`src/rtl/rv_pkg.sv`:
```
// Shared widths and the write-back request type for the RV register-file write path.
package rv_pkg;
    localparam int XLEN       = 32;
    localparam int NREGS      = 32;
    localparam int REG_ADDR_W = 5;

    typedef struct packed {
        logic [REG_ADDR_W-1:0] rd;
        logic [XLEN-1:0]       data;
    } wb_req_t;
endpackage

```
`src/rtl/regfile_wb_arbiter_if.sv`:
```
// Bundles decode issue, both write-back requesters, the RF write port and source queries.
interface regfile_wb_arbiter_if;
    import rv_pkg::*;

    logic                  issue_valid;
    logic [REG_ADDR_W-1:0] issue_rd;
    logic                  alu_valid;
    logic [REG_ADDR_W-1:0] alu_rd;
    logic [XLEN-1:0]       alu_data;
    logic                  alu_ready;
    logic                  mem_valid;
    logic [REG_ADDR_W-1:0] mem_rd;
    logic [XLEN-1:0]       mem_data;
    logic                  mem_ready;
    logic                  rf_reg_write;
    logic [REG_ADDR_W-1:0] rf_rd;
    logic [XLEN-1:0]       rf_write_data;
    logic [REG_ADDR_W-1:0] rs1;
    logic [REG_ADDR_W-1:0] rs2;
    logic                  rs1_busy;
    logic                  rs2_busy;

    modport master (
        output issue_valid, issue_rd,
        output alu_valid, alu_rd, alu_data, input alu_ready,
        output mem_valid, mem_rd, mem_data, input mem_ready,
        input  rf_reg_write, rf_rd, rf_write_data,
        output rs1, rs2, input rs1_busy, rs2_busy
    );

    modport slave (
        input  issue_valid, issue_rd,
        input  alu_valid, alu_rd, alu_data, output alu_ready,
        input  mem_valid, mem_rd, mem_data, output mem_ready,
        output rf_reg_write, rf_rd, rf_write_data,
        input  rs1, rs2, output rs1_busy, rs2_busy
    );
endinterface

```
`src/rtl/rv_scoreboard.sv`:
```
// Pending-write busy vector: set on issue, clear on commit (set wins), x0 never busy.
// Queries are combinational from registered state; updates land on the next edge.
module rv_scoreboard
    import rv_pkg::*;
(
    input  logic                  clk,
    input  logic                  rst,
    input  logic                  set_vld_i,
    input  logic [REG_ADDR_W-1:0] set_idx_i,
    input  logic                  clr_vld_i,
    input  logic [REG_ADDR_W-1:0] clr_idx_i,
    input  logic [REG_ADDR_W-1:0] rs1_idx_i,
    input  logic [REG_ADDR_W-1:0] rs2_idx_i,
    output logic                  rs1_busy_o,
    output logic                  rs2_busy_o
);
    logic [NREGS-1:0] busy_q;
    logic [NREGS-1:0] busy_d;

    always_comb begin
        busy_d = busy_q;
        if (clr_vld_i) busy_d[clr_idx_i] = 1'b0;
        // A fresh issue to the committing register means a newer producer is in flight.
        if (set_vld_i) busy_d[set_idx_i] = 1'b1;
        busy_d[0] = 1'b0;
    end

    always_ff @(posedge clk) begin
        if (rst) busy_q <= '0;
        else     busy_q <= busy_d;
    end

    assign rs1_busy_o = busy_q[rs1_idx_i];
    assign rs2_busy_o = busy_q[rs2_idx_i];
endmodule

```
`src/rtl/regfile_wb_arbiter.sv`:
```
// Arbitrates ALU/load write-back onto the single RF write port; write appears 1 cycle after grant.
// Loser sees ready=0 and retries; mem is preferred until the ALU has lost MAX_STARVE contested cycles.
module regfile_wb_arbiter
    import rv_pkg::*;
#(
    parameter int MAX_STARVE = 2
) (
    input  logic                 clk,
    input  logic                 rst,
    regfile_wb_arbiter_if.slave  wb
);
    localparam logic [1:0] STARVE_LIM = 2'(MAX_STARVE);

    logic [1:0]            starve_q, starve_d;
    logic                  rf_we_q, rf_we_d;
    logic [REG_ADDR_W-1:0] rf_rd_q, rf_rd_d;
    logic [XLEN-1:0]       rf_data_q, rf_data_d;
    logic                  force_alu, alu_gnt, mem_gnt;
    wb_req_t               alu_req, mem_req, sel_req;

    assign alu_req = '{rd: wb.alu_rd, data: wb.alu_data};
    assign mem_req = '{rd: wb.mem_rd, data: wb.mem_data};

    always_comb begin
        force_alu = (starve_q == STARVE_LIM);
        alu_gnt   = wb.alu_valid && (!wb.mem_valid || force_alu);
        mem_gnt   = wb.mem_valid && !(wb.alu_valid && force_alu);
        sel_req   = alu_gnt ? alu_req : mem_req;

        // rd==0 is still accepted so the requester retires, but never reaches the file.
        rf_we_d   = (alu_gnt || mem_gnt) && (sel_req.rd != '0);
        rf_rd_d   = rf_we_d ? sel_req.rd   : '0;
        rf_data_d = rf_we_d ? sel_req.data : '0;

        starve_d = starve_q;
        if (alu_gnt || !wb.alu_valid) starve_d = '0;
        else if (starve_q != STARVE_LIM) starve_d = starve_q + 2'd1;
    end

    always_ff @(posedge clk) begin
        if (rst) begin
            starve_q  <= '0;
            rf_we_q   <= 1'b0;
            rf_rd_q   <= '0;
            rf_data_q <= '0;
        end else begin
            starve_q  <= starve_d;
            rf_we_q   <= rf_we_d;
            rf_rd_q   <= rf_rd_d;
            rf_data_q <= rf_data_d;
        end
    end

    assign wb.alu_ready     = alu_gnt;
    assign wb.mem_ready     = mem_gnt;
    assign wb.rf_reg_write  = rf_we_q;
    assign wb.rf_rd         = rf_rd_q;
    assign wb.rf_write_data = rf_data_q;

    rv_scoreboard u_scoreboard (
        .clk        (clk),
        .rst        (rst),
        .set_vld_i  (wb.issue_valid && (wb.issue_rd != '0)),
        .set_idx_i  (wb.issue_rd),
        .clr_vld_i  (rf_we_q),
        .clr_idx_i  (rf_rd_q),
        .rs1_idx_i  (wb.rs1),
        .rs2_idx_i  (wb.rs2),
        .rs1_busy_o (wb.rs1_busy),
        .rs2_busy_o (wb.rs2_busy)
    );
endmodule

```
`src/flat_wrapper.sv`:
```
// flat-port wrapper written by rule: the top's interface ports become plain ports
module regfile_wb_arbiter_flat import rv_pkg::*;
#(
    parameter int MAX_STARVE = 2
)
  (clk, rst, wb_issue_valid, wb_issue_rd, wb_alu_valid, wb_alu_rd, wb_alu_data, wb_alu_ready, wb_mem_valid, wb_mem_rd, wb_mem_data, wb_mem_ready, wb_rf_reg_write, wb_rf_rd, wb_rf_write_data, wb_rs1, wb_rs2, wb_rs1_busy, wb_rs2_busy);
  regfile_wb_arbiter_if wb_i ();
  input  logic clk;
  input  logic rst;
  input wire logic [$bits(wb_i.issue_valid)-1:0] wb_issue_valid;
  input wire logic [$bits(wb_i.issue_rd)-1:0] wb_issue_rd;
  input wire logic [$bits(wb_i.alu_valid)-1:0] wb_alu_valid;
  input wire logic [$bits(wb_i.alu_rd)-1:0] wb_alu_rd;
  input wire logic [$bits(wb_i.alu_data)-1:0] wb_alu_data;
  output wire logic [$bits(wb_i.alu_ready)-1:0] wb_alu_ready;
  input wire logic [$bits(wb_i.mem_valid)-1:0] wb_mem_valid;
  input wire logic [$bits(wb_i.mem_rd)-1:0] wb_mem_rd;
  input wire logic [$bits(wb_i.mem_data)-1:0] wb_mem_data;
  output wire logic [$bits(wb_i.mem_ready)-1:0] wb_mem_ready;
  output wire logic [$bits(wb_i.rf_reg_write)-1:0] wb_rf_reg_write;
  output wire logic [$bits(wb_i.rf_rd)-1:0] wb_rf_rd;
  output wire logic [$bits(wb_i.rf_write_data)-1:0] wb_rf_write_data;
  input wire logic [$bits(wb_i.rs1)-1:0] wb_rs1;
  input wire logic [$bits(wb_i.rs2)-1:0] wb_rs2;
  output wire logic [$bits(wb_i.rs1_busy)-1:0] wb_rs1_busy;
  output wire logic [$bits(wb_i.rs2_busy)-1:0] wb_rs2_busy;
  assign wb_i.issue_valid = wb_issue_valid;
  assign wb_i.issue_rd = wb_issue_rd;
  assign wb_i.alu_valid = wb_alu_valid;
  assign wb_i.alu_rd = wb_alu_rd;
  assign wb_i.alu_data = wb_alu_data;
  assign wb_alu_ready = wb_i.alu_ready;
  assign wb_i.mem_valid = wb_mem_valid;
  assign wb_i.mem_rd = wb_mem_rd;
  assign wb_i.mem_data = wb_mem_data;
  assign wb_mem_ready = wb_i.mem_ready;
  assign wb_rf_reg_write = wb_i.rf_reg_write;
  assign wb_rf_rd = wb_i.rf_rd;
  assign wb_rf_write_data = wb_i.rf_write_data;
  assign wb_i.rs1 = wb_rs1;
  assign wb_i.rs2 = wb_rs2;
  assign wb_rs1_busy = wb_i.rs1_busy;
  assign wb_rs2_busy = wb_i.rs2_busy;
  regfile_wb_arbiter #(.MAX_STARVE(MAX_STARVE)) u_core (.clk(clk), .rst(rst), .wb(wb_i));
endmodule
```
`config.mk`:
```
export PLATFORM = sky130hd
export DESIGN_NAME = regfile_wb_arbiter_flat
export DESIGN_NICKNAME = d
export VERILOG_FILES = /design/src/rtl/rv_pkg.sv /design/src/rtl/regfile_wb_arbiter_if.sv /design/src/rtl/rv_scoreboard.sv /design/src/rtl/regfile_wb_arbiter.sv /design/src/flat_wrapper.sv
export SDC_FILE = /design/constraint.sdc
export NUM_CORES = 1
export LEC_CHECK = 0
export ABC_CLOCK_PERIOD_IN_PS = 5000
export CAP_MARGIN = 20
export CORE_ASPECT_RATIO = 2
export CORE_UTILIZATION = 39
export DETAILED_ROUTE_END_ITERATION = 8
export PLACE_DENSITY = 0.81
export SLEW_MARGIN = 20
export SYNTH_ARGS = -nofsm -noshare
export SYNTH_HDL_FRONTEND = slang
export SYNTH_SLANG_ARGS = --single-unit
```
`constraint.sdc`:
```
create_clock -name clk -period 5 [get_ports clk]
set_input_delay 0.75 -clock clk [delete_from_list [all_inputs] [get_ports clk]]
set_output_delay 0.75 -clock clk [all_outputs]
set_load 0.01 [all_outputs]
```
# Yosys cells after proc, flatten, opt, wreduce, memory -nomap -nowiden
# Cells that the tools add are included.
# totals
ff_bits,72
inputBits,94
out_inout_bits,42
word_cells,47
# classes
add_sub_neg,1
magnitude_cmp,6
eq_ne,2
muxes,11
n_bitwise,4
n_reduce_logical,17
# ops
operator,count
2-to-1 mux 32 bit,2
2-to-1 mux 37 bit,1
bitwise AND 32 bit,1
inverter 32 bit,1
bitwise OR 32 bit,1
"< comparator 5 x 6 -> 1 bit, second input constant",4
binary-select mux 1 bit (select 5 bit),2
demux 1 bit (select 5 bit),2
">= comparator 5 x 1 -> 1 bit, second input constant",2
nonzero test 5 bit,2
logical AND 1 bit,7
2-to-1 mux 1 bit,4
OR reduction 2 bit,2
zero test 1 bit,3
logical OR 1 bit,3
"adder 2 x 1 -> 2 bit, second input constant",1
"equality test 2 bit, second input constant",1
"!= test 2 bit, second input constant",1
inverter 1 bit,1

# Logic depth before layout (Yosys ltp)
# depth
word_depth,9
depth_mapped,8
mapped_depth_nobuf,6

# By module
# From an unflattened synthesis, not the netlist that was laid out.
# hier_totals
hier_cells,419
area_unflattened_um2,3524.6
# by_module_without_submodules
mod,n_inst,cells_each,area_per_inst_um2,seq_area_each_um2
rv_scoreboard,1,229,1826.8,620.6
regfile_wb_arbiter,1,190,1697.9,800.8

# Least setup slack after synthesis
# OpenSTA, ideal clock, no wires.
# synth_path
path_type,input to output
startpoint,input port wb_rs1[0]
endpoint,output port wb_rs1_busy
t_arrival_ps,1934
t_required_ps,4250
path_slack_ps,2316
stages,5
path_buffers,1
path_cell_list,clkbuf_1 mux4_2 nand2b_1 o211ai_1 nand4_1
# synth_via
elab_chain_cells,2
# synth_lines
item,line,source
from (decl),flat_wrapper.sv:23,input wire logic [$bits(wb_i.rs1)-1:0] wb_rs1;
binary-select mux 1 bit (select 5 bit),rv_scoreboard.sv:33,assign rs1_busy_o = busy_q[rs1_idx_i];
2-to-1 mux 1 bit (not written as such),rv_scoreboard.sv:33,
to (decl),flat_wrapper.sv:25,output wire logic [$bits(wb_i.rs1_busy)-1:0] wb_rs1_busy;
# Every way passes these cells. The select of a mux whose other input is x is not followed.

# Worst setup path after layout
# layout_path
startpoint,input port wb_rs2[0]
endpoint,output port wb_rs2_busy
# layout_via
elab_chain_cells,2
# layout_lines
item,line,source
from (decl),flat_wrapper.sv:24,input wire logic [$bits(wb_i.rs2)-1:0] wb_rs2;
binary-select mux 1 bit (select 5 bit),rv_scoreboard.sv:34,assign rs2_busy_o = busy_q[rs2_idx_i];
2-to-1 mux 1 bit (not written as such),rv_scoreboard.sv:34,
to (decl),flat_wrapper.sv:26,output wire logic [$bits(wb_i.rs2_busy)-1:0] wb_rs2_busy;
# Every way passes these cells. The select of a mux whose other input is x is not followed.

==> qor.txt <==
Status -> complete, no violations
Area growth syn-to-layout -> 44.6%
H-tree depth -> 3
Post-synth design cell area -> 0.00380 mm²
Worst-path fanout max -> 7
Reg clk slew, reported paths -> 50 ps
1st-pass router iterations -> 5
CP required -> 4250 ps
R2r worst-path depth -> 7
Setup total negative slack -> 0 ps
Period utilization -> 71.7%
Final Hold Viols -> 0
Hold depth -> 1
Vias -> 4055
Highest clock rate -> 279 MHz
Drt drc -> 0
Leak -> 0.00207 µW
# diodes -> 0
MaxCap Viol Count -> 0
CORE AREA -> 0.00938 mm²
I/O pin total -> 136
Clock Latency Late Sink -> 330 ps
Kind of start point of the critical path -> input pin
# resized after CTS -> 0
Avg WL per Cell -> 17.4 µm
HPWL Detailed -> 8.75 mm
Routed Antenna Nets -> 0
Root Driver -> clkbuf_16
Syn Nets -> 550
# hold bufs at CTS -> 0
Min Clock Period, post-route -> 3580 ps
Yosys top cell by area -> dfxtp_1
Post-synth EDFFs -> 0
Cts bufs inserted -> 9
Gate Count Post-Synth -> 455
Final setup violation count -> 0
Largest net degree at the start of global routing -> 75
Site row count -> 50
Yosys reg bits -> 71
Final Net Count -> 660
Wirelength, routed -> 11.7 mm
IR drop worst, VDD -> 0.207 mV
Die X -> 71.8 µm
Clock Skew -> 5.18 ps
Bufs on Longest Clock Path -> 2
Arrival time worst endpoint -> 2830 ps
Multi-input gate area -> 0.00220 mm²
PD cells -> 298 mW/mm²
Total GRT Usage -> 23.8%
Worst slew margin -> 28.6%
Initial antenna violation count -> 0
Total Power -> 1640 µW
Type of the worst setup path -> in2out
DRT iter0 DRCs -> 305
CTS sink count -> 71
Most used DFF post-synth -> dfxtp_1
First-pass GRT wire length -> 18.7 mm
Initial Utilization -> 40.5%
Final core utilization -> 58.5%
CTS tree -> yes
Final Non-Filler Cells -> 674
Port bufs -> 135
Netlist cell types -> 36
Cells after DPL -> 658
Unrepaired setup endpoints after global routing -> false
Die Y -> 142 µm
Post-synthesis sequential area ratio -> 37.4%
Filler cells -> 842
Via density -> 6.02
Tightest Pin Transition -> 1070 ps
Yosys warns -> 0
Crit path capture type -> primary output
Async SR Flop Fraction -> 0%
GP Congestion -> 0.948
Mean area per synthesized cell -> 8.35 µm²
Top cells by area, synth -> dfxtp_1 (37%), o21ai_0 (8.2%), a21boi_0 (6.9%)
Fraction of layout cells with a size suffix above 1 -> 6.67%
Synth top area share -> 37.4%
Setup repair bufs after CTS -> 0
Vias in the first global route -> 3931
Max Slew Vio Count -> 0
Die area -> 0.0102 mm²
Overflow after GRT -> 0
Hold WC Path Type -> reg2reg
FF/Latch Area -> 0.00142 mm²
[worst paths after layout]
check	startpoint	to	slack (ps)
setup / recovery	wb_rs2[0]	wb_rs2_busy	1420
hold / removal	u_core.starve_q[0]$_SDFFE_PP0N_	u_core.starve_q[0]$_SDFFE_PP0N_	410
setup reg to reg	u_core.starve_q[0]$_SDFFE_PP0N_	u_core.wb.rf_write_data[7]$_SDFF_PP0_	2240
hold reg to reg	u_core.starve_q[0]$_SDFFE_PP0N_	u_core.starve_q[0]$_SDFFE_PP0N_	410
[routing by layer]
layer	global-route usage, %	share of wire, %	wire length (µm)
met3	5.89	8.9	1050
met1	24.0	35	4050
met2	42.3	52	6110
met5	0	0	0
met4	15.4	4.5	527
[cells in the mapped netlist, types with 2 or more instances]
| library cell | count |
|---|---|
| and3b_1 | 2 |
| inv_1 | 4 |
| nand2_1 | 38 |
| a211oi_1 | 2 |
| o211ai_1 | 2 |
| a31oi_1 | 33 |
| mux2i_1 | 19 |
| clkbuf_1 | 26 |
| and3_4 | 2 |
| a22oi_1 | 4 |
| a2111oi_4 | 2 |
| a21oi_1 | 39 |
| dfxtp_1 | 71 |
| and3_1 | 36 |
| nor3b_1 | 4 |
| nand3_1 | 10 |
| mux4_2 | 6 |
| nor2b_1 | 4 |
| nor2_1 | 16 |
| o21ai_0 | 62 |
| nand2b_1 | 4 |
| a21boi_0 | 35 |
| buf_2 | 10 |
| o2111ai_1 | 2 |
| nand4_1 | 2 |
| o21a_1 | 2 |
| buf_6 | 3 |
| or3b_2 | 3 |
| nand3b_1 | 5 |
[critical path: stages]
cell and delay (ps):
clkdlybuf4s50_1 670, mux4_2 560, nand2b_1 150, o2111ai_1 120, nand4_1 100, clkdlybuf4s50_1 490
[metrics by stage]
stage | cell area, µm² | setup slack [ps] | hold WS, ps
2_1_floorplan | 3800 | 2320 | 390
3_3_place_gp | 5130 | 1430 | 397
3_5_place_dp | 5130 | 1410 | 402
4_1_cts | 5490 | 1400 | 410
5_1_grt | 5490 | 1320 | 423
6_report | 5490 | 1420 | 407
[final cells by class]
| cell class | count | area share (%) |
|---|---|---|
| clock buffers | 11 | 4.60 |
| clock inverters | 5 | 1.89 |
| inverters | 4 | 0.273 |
| multi-input cells | 341 | 40.1 |
| flip-flops and latches | 71 | 25.9 |
| well taps | 104 | 2.37 |
| repair buffers | 138 | 24.9 |
[cells in the final DEF (no fill, tap or decap), types with 4 or more instances in the layout]
cell type	count
a21boi_0	35
a21oi_1	39
a22oi_1	4
a31oi_1	33
and3_1	36
clkbuf_16	9
clkdlybuf4s50_1	134
dfxtp_1	71
inv_1	4
mux2i_1	18
mux4_2	6
nand2_1	38
nand2b_1	4
nand3_1	10
nand3b_1	5
nor2_1	15
nor2b_1	4
nor3b_1	4
o21ai_0	62
[report_power, final]
group          total (µW)  internal [µW]  switching (µW)
sequential            604            590            13.6
combinational         288            152             136
clock                 747            514             233
total                1640           1260             382
[registers in the layout, indices dropped and copies added, names as in the netlist]
signal                      cells
u_core.wb.rf_write_data        32
u_core.u_scoreboard.busy_q     31
u_core.wb.rf_rd                 5
u_core.starve_q                 2
u_core.wb.rf_reg_write          1
[kinds of logic (layout without fill, tap and decap cells)]
family          Yosys count  count (layout)  synth area share (%)
compound gates          184             184                  29.7
fa+ha+maj                 1               1                 0.329
buf+inv                  43             158                  5.17
flops                    71              71                  37.4
mux                      25              25                  8.56
simple gates            131             131                  18.9
Note: power is estimated with default switching activity, not from simulation.
